===== src/rtl/d_latch_pkg.sv =====
// Shared types and constants for the D-latch exerciser and its LFSR.
package d_latch_pkg;

    typedef enum logic [3:0] {
        ST_IDLE,
        ST_CLEAR,
        ST_DRAW,
        ST_WAIT_EN,
        ST_TOGGLE,
        ST_WAIT_D,
        ST_DRIVE,
        ST_SETTLE,
        ST_CHECK,
        ST_DONE
    } state_t;

    localparam logic [7:0] LFSR_TAPS     = 8'hB8;
    localparam int         DELAY_W       = 3;
    localparam logic [7:0] ZERO_SEED_SUB = 8'h01;

    // An all-zero LFSR never leaves zero, so a zero seed is swapped out.
    function automatic logic [7:0] fix_seed(input logic [7:0] seed);
        return (seed == 8'h00) ? ZERO_SEED_SUB : seed;
    endfunction

endpackage


===== src/rtl/d_latch_exerciser_lfsr8.sv =====
// 8-bit right-shifting Galois LFSR (x^8+x^6+x^5+x^4+1) with load and step.
module lfsr8
    import d_latch_pkg::*;
(
    input  logic       clk,
    input  logic       reset,
    input  logic [7:0] i_seed,
    input  logic       i_load,
    input  logic       i_step,
    output logic [7:0] o_value
);

    logic [7:0] r_lfsr;
    logic [7:0] w_next;

    assign w_next  = {1'b0, r_lfsr[7:1]} ^ (r_lfsr[0] ? LFSR_TAPS : 8'h00);
    assign o_value = r_lfsr;

    always_ff @(posedge clk) begin
        if (reset) begin
            r_lfsr <= i_seed;
        end else if (i_load) begin
            r_lfsr <= fix_seed(i_seed);
        end else if (i_step) begin
            r_lfsr <= w_next;
        end
    end

endmodule


===== src/rtl/d_latch_exerciser.sv =====
// Drives a D latch through randomised enable/data timing and counts q
// disagreements against an internal transparent-latch model.
module d_latch_exerciser
    import d_latch_pkg::*;
#(
    parameter int         ITER_COUNT = 5,
    parameter logic [7:0] LFSR_SEED  = 8'hA5
) (
    input  logic       clk,
    input  logic       reset,
    input  logic       start,
    output logic       d_out,
    output logic       enable_out,
    output logic       latch_clr,
    input  logic       q_in,
    output logic       busy,
    output logic       done,
    output logic [7:0] mismatch_count,
    output logic [7:0] iter
);

    localparam logic [7:0] LAST_ITER = 8'(ITER_COUNT - 1);

    state_t             r_state;
    logic [DELAY_W-1:0] r_cnt;
    logic [DELAY_W-1:0] r_delay1;
    logic               r_d;
    logic               r_en;
    logic               r_exp_q;
    logic [7:0]         r_mm;
    logic [7:0]         r_iter;

    logic [7:0]         w_lfsr;
    logic [DELAY_W-1:0] w_draw_d1;
    logic [DELAY_W-1:0] w_draw_d2;
    logic               w_unused_lfsr;

    assign w_draw_d1     = w_lfsr[2:0];
    assign w_draw_d2     = w_lfsr[5:3];
    assign w_unused_lfsr = ^w_lfsr[7:6];

    lfsr8 u_lfsr (
        .clk     (clk),
        .reset   (reset),
        .i_seed  (LFSR_SEED),
        .i_load  (r_state == ST_CLEAR),
        .i_step  (r_state == ST_DRAW),
        .o_value (w_lfsr)
    );

    always_ff @(posedge clk) begin
        if (reset) begin
            r_state  <= ST_IDLE;
            r_cnt    <= '0;
            r_delay1 <= '0;
            r_d      <= 1'b0;
            r_en     <= 1'b0;
            r_exp_q  <= 1'b0;
            r_mm     <= 8'd0;
            r_iter   <= 8'd0;
        end else begin
            // Reference latch: transparent whenever the driven enable is high.
            if (r_en) begin
                r_exp_q <= r_d;
            end
            case (r_state)
                ST_IDLE: begin
                    if (start) begin
                        r_state <= ST_CLEAR;
                    end
                end
                ST_CLEAR: begin
                    r_d     <= 1'b0;
                    r_en    <= 1'b0;
                    r_exp_q <= 1'b0;
                    r_iter  <= 8'd0;
                    r_mm    <= 8'd0;
                    r_state <= (ITER_COUNT == 0) ? ST_DONE : ST_DRAW;
                end
                ST_DRAW: begin
                    // A zero delay skips its wait state entirely.
                    r_cnt    <= w_draw_d2;
                    r_delay1 <= w_draw_d1;
                    r_state  <= (w_draw_d2 == '0) ? ST_TOGGLE : ST_WAIT_EN;
                end
                ST_WAIT_EN: begin
                    r_cnt <= r_cnt - 1'b1;
                    if (r_cnt == DELAY_W'(1)) begin
                        r_state <= ST_TOGGLE;
                    end
                end
                ST_TOGGLE: begin
                    r_en    <= ~r_en;
                    r_cnt   <= r_delay1;
                    r_state <= (r_delay1 == '0) ? ST_DRIVE : ST_WAIT_D;
                end
                ST_WAIT_D: begin
                    r_cnt <= r_cnt - 1'b1;
                    if (r_cnt == DELAY_W'(1)) begin
                        r_state <= ST_DRIVE;
                    end
                end
                ST_DRIVE: begin
                    r_d     <= r_iter[0];
                    r_state <= ST_SETTLE;
                end
                ST_SETTLE: begin
                    r_state <= ST_CHECK;
                end
                ST_CHECK: begin
                    if ((q_in != r_exp_q) && (r_mm != 8'hFF)) begin
                        r_mm <= r_mm + 8'd1;
                    end
                    if (r_iter == LAST_ITER) begin
                        r_state <= ST_DONE;
                    end else begin
                        r_iter  <= r_iter + 8'd1;
                        r_state <= ST_DRAW;
                    end
                end
                ST_DONE: begin
                    r_state <= ST_IDLE;
                end
                default: begin
                    r_state <= ST_IDLE;
                end
            endcase
        end
    end

    assign d_out          = r_d;
    assign enable_out     = r_en;
    assign latch_clr      = (r_state == ST_CLEAR);
    assign busy           = (r_state != ST_IDLE);
    assign done           = (r_state == ST_DONE);
    assign mismatch_count = r_mm;
    assign iter           = r_iter;

endmodule


===== config.mk =====
export PLATFORM = sky130hd
export DESIGN_NAME = d_latch_exerciser
export DESIGN_NICKNAME = d
export VERILOG_FILES = /design/src/rtl/d_latch_pkg.sv /design/src/rtl/d_latch_exerciser_lfsr8.sv /design/src/rtl/d_latch_exerciser.sv
export SDC_FILE = /design/constraint.sdc
export NUM_CORES = 1
export LEC_CHECK = 0
export ABC_AREA = 1
export CAP_MARGIN = 10
export CORE_ASPECT_RATIO = 1.25
export CORE_MARGIN = 1
export CORE_UTILIZATION = 50
export CTS_CLUSTER_SIZE = 40
export DETAILED_ROUTE_END_ITERATION = 8
export PLACE_DENSITY = 0.75
export SLEW_MARGIN = 20
export SYNTH_ARGS = -nofsm -noshare
export SYNTH_HDL_FRONTEND = slang
export SYNTH_SLANG_ARGS = --single-unit

===== constraint.sdc =====
create_clock -name clk -period 1.4 [get_ports clk]
set_clock_uncertainty 0.05 [all_clocks]
set_input_delay 0.14 -clock clk [delete_from_list [all_inputs] [get_ports clk]]
set_output_delay 0.14 -clock clk [all_outputs]
set_load 0.01 [all_outputs]

== Yosys cells after proc, flatten, opt, wreduce, memory -nomap -nowiden ==
Cells that the tools add are included.

* Output and inout bits: 21
* Input port bits: 4
* Register bits: 37

* Reduce and logical (&&, ||, !) cells: 14
* Mux-type cells: 15
* Bitwise logic cells: 2
* Add/sub/neg operators: 3
* Eq/ne operators: 18

{| class="wikitable"
|+ Operator list
! operator !! count
|-
| case mux 4 bit (9 select lines) || 1
|-
| case mux 8 bit (2 select lines) || 2
|-
| two-way mux 8 bit || 3
|-
| adder 8 x 1 -> 8 bit, second input constant || 2
|-
| equality test 4 x 3 -> 1 bit, second input constant || 4
|-
| two-way mux 4 bit || 4
|-
| != test 2 bit, second input constant || 5
|-
| case mux 3 bit (3 select lines) || 1
|-
| equality test 4 x 2 -> 1 bit, second input constant || 2
|-
| equality test 4 bit, second input constant || 2
|-
| equality test 8 x 3 -> 1 bit, second input constant || 1
|-
| != test 8 bit, second input constant || 1
|-
| bitwise XOR 7 x 8 -> 8 bit || 1
|-
| logical NOT 3 bit || 2
|-
| nonzero test 2 bit || 3
|-
| equality test 4 x 1 -> 1 bit, second input constant || 1
|-
| logical NOT 4 bit || 1
|-
| case mux 1 bit (2 select lines) || 2
|-
| AND reduction 2 bit || 2
|-
| nonzero test 4 bit || 1
|-
| OR reduction 2 bit || 2
|-
| equality test 3 x 1 -> 1 bit, second input constant || 1
|-
| two-way mux 3 bit || 1
|-
| AND reduction 3 bit || 1
|-
| 6 further kinds || 6
|}

== Longest topological paths before layout ==
* Depth after elaboration: 4
* Gate-level depth with buffers: 10
* Mapped depth without buffers: 10

== Modules after synthesis ==
From an unflattened synthesis, not the netlist that was laid out.

* Cells, all modules: 300
* Area, all modules: 2133.3 sq um

{| class="wikitable"
|+ Modules (own cells, without submodules)
! module !! cells an instance !! area each (sq um) !! instances
|-
| d_latch_exerciser || 259 || 1731.7 || 1
|-
| lfsr8 || 41 || 401.6 || 1
|}

== Least setup slack after synthesis ==
OpenSTA, ideal clock, no wires.

* Path type: register to register
* Start point: register r_mm[0], in the netlist mismatch_count[0]
* End point: register r_mm[1], in the netlist mismatch_count[1]
* Setup time: 0.130 ns
* Data required time: 1.220 ns
* Cell stages (with the launch flop): 9
* Setup slack: -0.070 ns
* Period minus slack after synthesis: 1.470 ns
* Arrival: 1.289 ns
* Cell sequence: dfxtp_1 > ha_1 > nand2_1 > nor2_1 > nand4_1 > nand2_2 > nand2_4 > o21ai_1 > nor2_1

* Longest elaborated chain between the ends: 4
* Elaborated cells on any way between the ends: 7

{| class="wikitable"
|+ Ends and longest elaborated chain
! item !! line !! source
|-
| start: declaration || d_latch_exerciser.sv:30 || <nowiki>logic [7:0] r_mm;</nowiki>
|-
| start signal: assignment || d_latch_exerciser.sv:112 || <nowiki>r_mm <= r_mm + 8'd1;</nowiki>
|-
| branches (longest 4 deep; another with adder 8 x 1 -> 8 bit) || -- ||
|}

Parallel ways; which one is timed is not known. The select of a mux whose other input is x is not followed.
A chain may end at the register's enable or synchronous reset.

== Worst setup path after layout ==
* Start point: register r_state[1]
* End point: register r_iter[2], in the netlist iter[2]

* Longest elaborated chain between the ends: 3
* Elaborated cells on any way between the ends: 6

{| class="wikitable"
|+ Ends and longest elaborated chain
! item !! line !! source
|-
| start: declaration || d_latch_exerciser.sv:24 || <nowiki>state_t r_state;</nowiki>
|-
| start signal: assignment || d_latch_exerciser.sv:78 || <nowiki>r_state <= (ITER_COUNT == 0) ? ST_DONE : ST_DRAW;</nowiki>
|-
| start signal: assignment || d_latch_exerciser.sv:84 || <nowiki>r_state <= (w_draw_d2 == '0) ? ST_TOGGLE : ST_WAIT_EN;</nowiki>
|-
| start signal: assignment || d_latch_exerciser.sv:95 || <nowiki>r_state <= (r_delay1 == '0) ? ST_DRIVE : ST_WAIT_D;</nowiki>
|-
| equality test 4 bit / equality test 4 x 1 -> 1 bit (equally long branches) || d_latch_exerciser.sv:66 || <nowiki>case (r_state)</nowiki>
|-
| != test 2 bit (no line) / nonzero test 2 bit (equally long branches) || -- ||
|-
| AND reduction 2 bit (no line) || -- ||
|-
| end signal: assignment || d_latch_exerciser.sv:117 || <nowiki>r_iter <= r_iter + 8'd1;</nowiki>
|-
| end: declaration || d_latch_exerciser.sv:31 || <nowiki>logic [7:0] r_iter;</nowiki>
|}

Parallel ways exist; a longest one is shown, timed or not.

==> qor.csv <==
stage;metric;value;unit
run_status;status;finished clean;
placement;placed_cell_area;2566;um2
critical_path;path_buf_inv;4;
finish;fin_cells;405;
synth;syn_area;2103;um2
finish;postLayoutCoreUtil;70.28;%
sta;setup_violations;0;
clock_tree;cts.sinks;37;
finish;n_fill_cell;321;
global_routing;use_met2;39.26;%
synth;synthTopCellsByArea;dfxtp_1 (35%), nand2_1 (12%), nor2_1 (6.4%);
synth;ys.flop_type;dfxtp_1;
global_routing;top_usage_layer;met2;
flow_run;drv_cap;0;
synth;ys_warn_count;0;
placement;io_buffers;24;
global_routing;first_global_vias;1831;
sta;fmax;718.1;MHz
finish;fin_area;2858;um2
clock_tree;numCtsBuffers;5;
route;firstDrtPassIters;4;
synth;synthArstFlopShare;0;%
placement;dpl.hpwl;3.445;mm
synth;synth_edf_count;0;
route;wl;4.886;mm
critical_path;arrival;1.53;ns
synth;synth_common_cells;nand2_1 (69), dfxtp_1 (37), nor2_1 (36);
synth;synth_most_common_cell;nand2_1;
die;initial_core_util;51.72;%
sta;slew_violations;0;
die;core_area;4066;um2
synth;syn_inst;291;
global_routing;antenna_found_initial;0;
critical_path;path_class;flop to flop;
global_routing;met1_usage;26.96;%
clock_tree;path_clk_slew;0.07;ns
route;post-route-drc-count;0;
route;dr_total_vias;2014;
die;io_pins;25;
pwr;leakage;1.283;nW
sta;worstMarginPinSlew;0.2827;ns
global_routing;grt.total_usage;22.96;%
critical_path;required;1.53;ns
critical_path;cp-end-kind;flop;
synth;avgSynthCellArea;7.228;um2
route;first_iter_violations;77;
sta;grt_setup_unrepaired;yes;
clock_tree;cts.path.max_buffers;2;
sta;hold_viol_final;0;
global_routing;use_met3;5.043;%
critical_path;critPathMaxFanout;7;
finish;area_growth;35.87;%
synth;ys_ff_latch;37;
critical_path;max_stage_delay;0.37;ns
route;avgViaCountPerCell;4.973;
route;ant_nets;0;
finish;drive_above_1_share;32.95;%
global_routing;grt_pass1_wl;7.693;mm
finish;diodes;0;
clock_tree;worstSkewPairLatency;0.29;ns
die;die_area;4472;um2
critical_path;cp_cell_sequence;inv_4 -> nand2_4 -> nor2_8 -> buf_12 -> inv_4 -> nand2_8 -> inv_8 -> o21ai_1 -> nor2_1;
pwr;p_per_area;1559;nW/um2
clock_tree;cts_tree;built;
global_routing;grt_overflow_total;0;
synth;ys_seq_area_share;35.22;%
critical_path;crit_top_cell;inv_4;
sta;post-route-period-util;99.47;%
die;fp-row-count;26;
placement;place.gp.congestion;0.8567;
die;dieHeight;74.52;um
finish;multi_input_area;1334;um2
critical_path;slowest_stage;dfxtp_4;
pwr;ir_drop;807.0;uV
clock_tree;root_buffer;clkbuf_8;
placement;dp_slack;-0.02627;ns
synth;synth.net_count;300;
clock_tree;cts_hold_buf;0;
critical_path;start_kind;flop;
synth;synth_cell_type_count;34;
clock_tree;htree_num_levels;2;
route;wl_per_cell;12.06;um
die;die_w;60.01;um
placement;dp_cells;389;
synth;synth_top_cell_by_area;dfxtp_1;
sta;fin_ws;0.007446;ns
critical_path;crit_family;simple AND/OR/NAND/NOR gates;
min_path;hold_class;flop to flop;
synth;synth_top_area_share;35.22;%
finish;final_nets;357;
finish;regArea;767.0;um2
sta;fin_crit;1.393;ns
global_routing;grt_max_degree;13;
sta;maxSlewHeadroom;81.08;%
report_power, final:
part | internal (W) | switching (W)
Combinational | 0.000951 | 0.00127
Clock | 0.000354 | 0.000367
Sequential | 0.00130 | 0.000222
Total | 0.00260 | 0.00186
kinds of logic after synthesis:
family / after synthesis / synth area share [%]
and+or+nand+nor: 144 / 34.15
AOI/OAI and AO/OA: 57 / 16.90
buffers and inverters: 43 / 8.626
DFF: 37 / 35.22
adders and majority gates: 5 / 2.974
xor gates and xnor gates: 4 / 1.666
muxes: 1 / 0.4759
placed cells by master, fill, tap and decap left out, types with 5 or more instances in the layout:
cell type,n
dlygate4sd2_1,19
nand2_4,9
inv_1,27
inv_2,7
clkbuf_8,5
nand2_1,65
dfxtp_2,12
o21ai_1,9
buf_4,28
a21oi_1,19
nor2_1,32
dfxtp_1,22
nand2_2,7
nand3_1,11
o21ai_0,6
a21oi_2,9
final timing paths:
check                                                      end  slack [ns]  cells past startpoint                      startpoint
worst max register to register            iter[2]$_SDFFE_PP0P_       0.007                      9         r_state[1]$_SDFFE_PP0P_
worst min register to register  u_lfsr.o_value[6]$_SDFFE_PP0P_        0.40                      2  u_lfsr.o_value[7]$_SDFFE_PP1P_
worst max-delay path                      iter[2]$_SDFFE_PP0P_       0.007                      9         r_state[1]$_SDFFE_PP0P_
worst min-delay path            u_lfsr.o_value[6]$_SDFFE_PP0P_        0.40                      2  u_lfsr.o_value[7]$_SDFFE_PP1P_
per-layer routing:
| layer | up-vias | share of wire (%) |
|---|---|---|
| met1 | 910 | 44 |
| met3 | 13 | 2.5 |
| met5 | - | 0 |
| met2 | 39 | 50 |
| li1 | 1052 | - |
| met4 | 0 | 2.7 |
flip-flops by register name (all words and copies together) (netlist names):
signal	flops
iter	8
mismatch_count	8
u_lfsr.o_value	8
r_state	4
r_cnt	3
r_delay1	3
d_out	1
enable_out	1
r_exp_q	1
what timing repair did:
action,in CTS,in global routing
pin swaps,6,8
cloned,1,0
buffers inserted,2,5
resized for setup,56,26
endpoints found under the setup margin,33,29
worst reg2reg max path, stage by stage (launching register included):
cell and delay, ns:
dfxtp_4 0.37, inv_4 0.08, nand2_4 0.08, nor2_8 0.13, buf_12 0.12, inv_4 0.06
nand2_8 0.11, inv_8 0.05, o21ai_1 0.16, nor2_1 0.06
layout make-up:
type,instances,share of cell area (%)
Inverter,39,5.736
Timing Repair Buffer,53,15.50
Clock buffer,8,2.802
Sequential cell,37,26.84
Multi-Input combinational cell,212,46.67
Tap cell,56,2.452
stage by stage:
stage,TNS (ns),total power (W),hold WS [ns]
after detailed placement,-0.1626,0.003485,0.3950
final,0,0.004456,0.4002
after CTS,-0.005955,0.004320,0.4043
after global placement,-0.03160,0.003450,0.3914
after floorplan,0,0.002814,0.1524
after global routing,-0.6152,0.004790,0.4309
No activity file was read; power rests on OpenSTA's default activity.
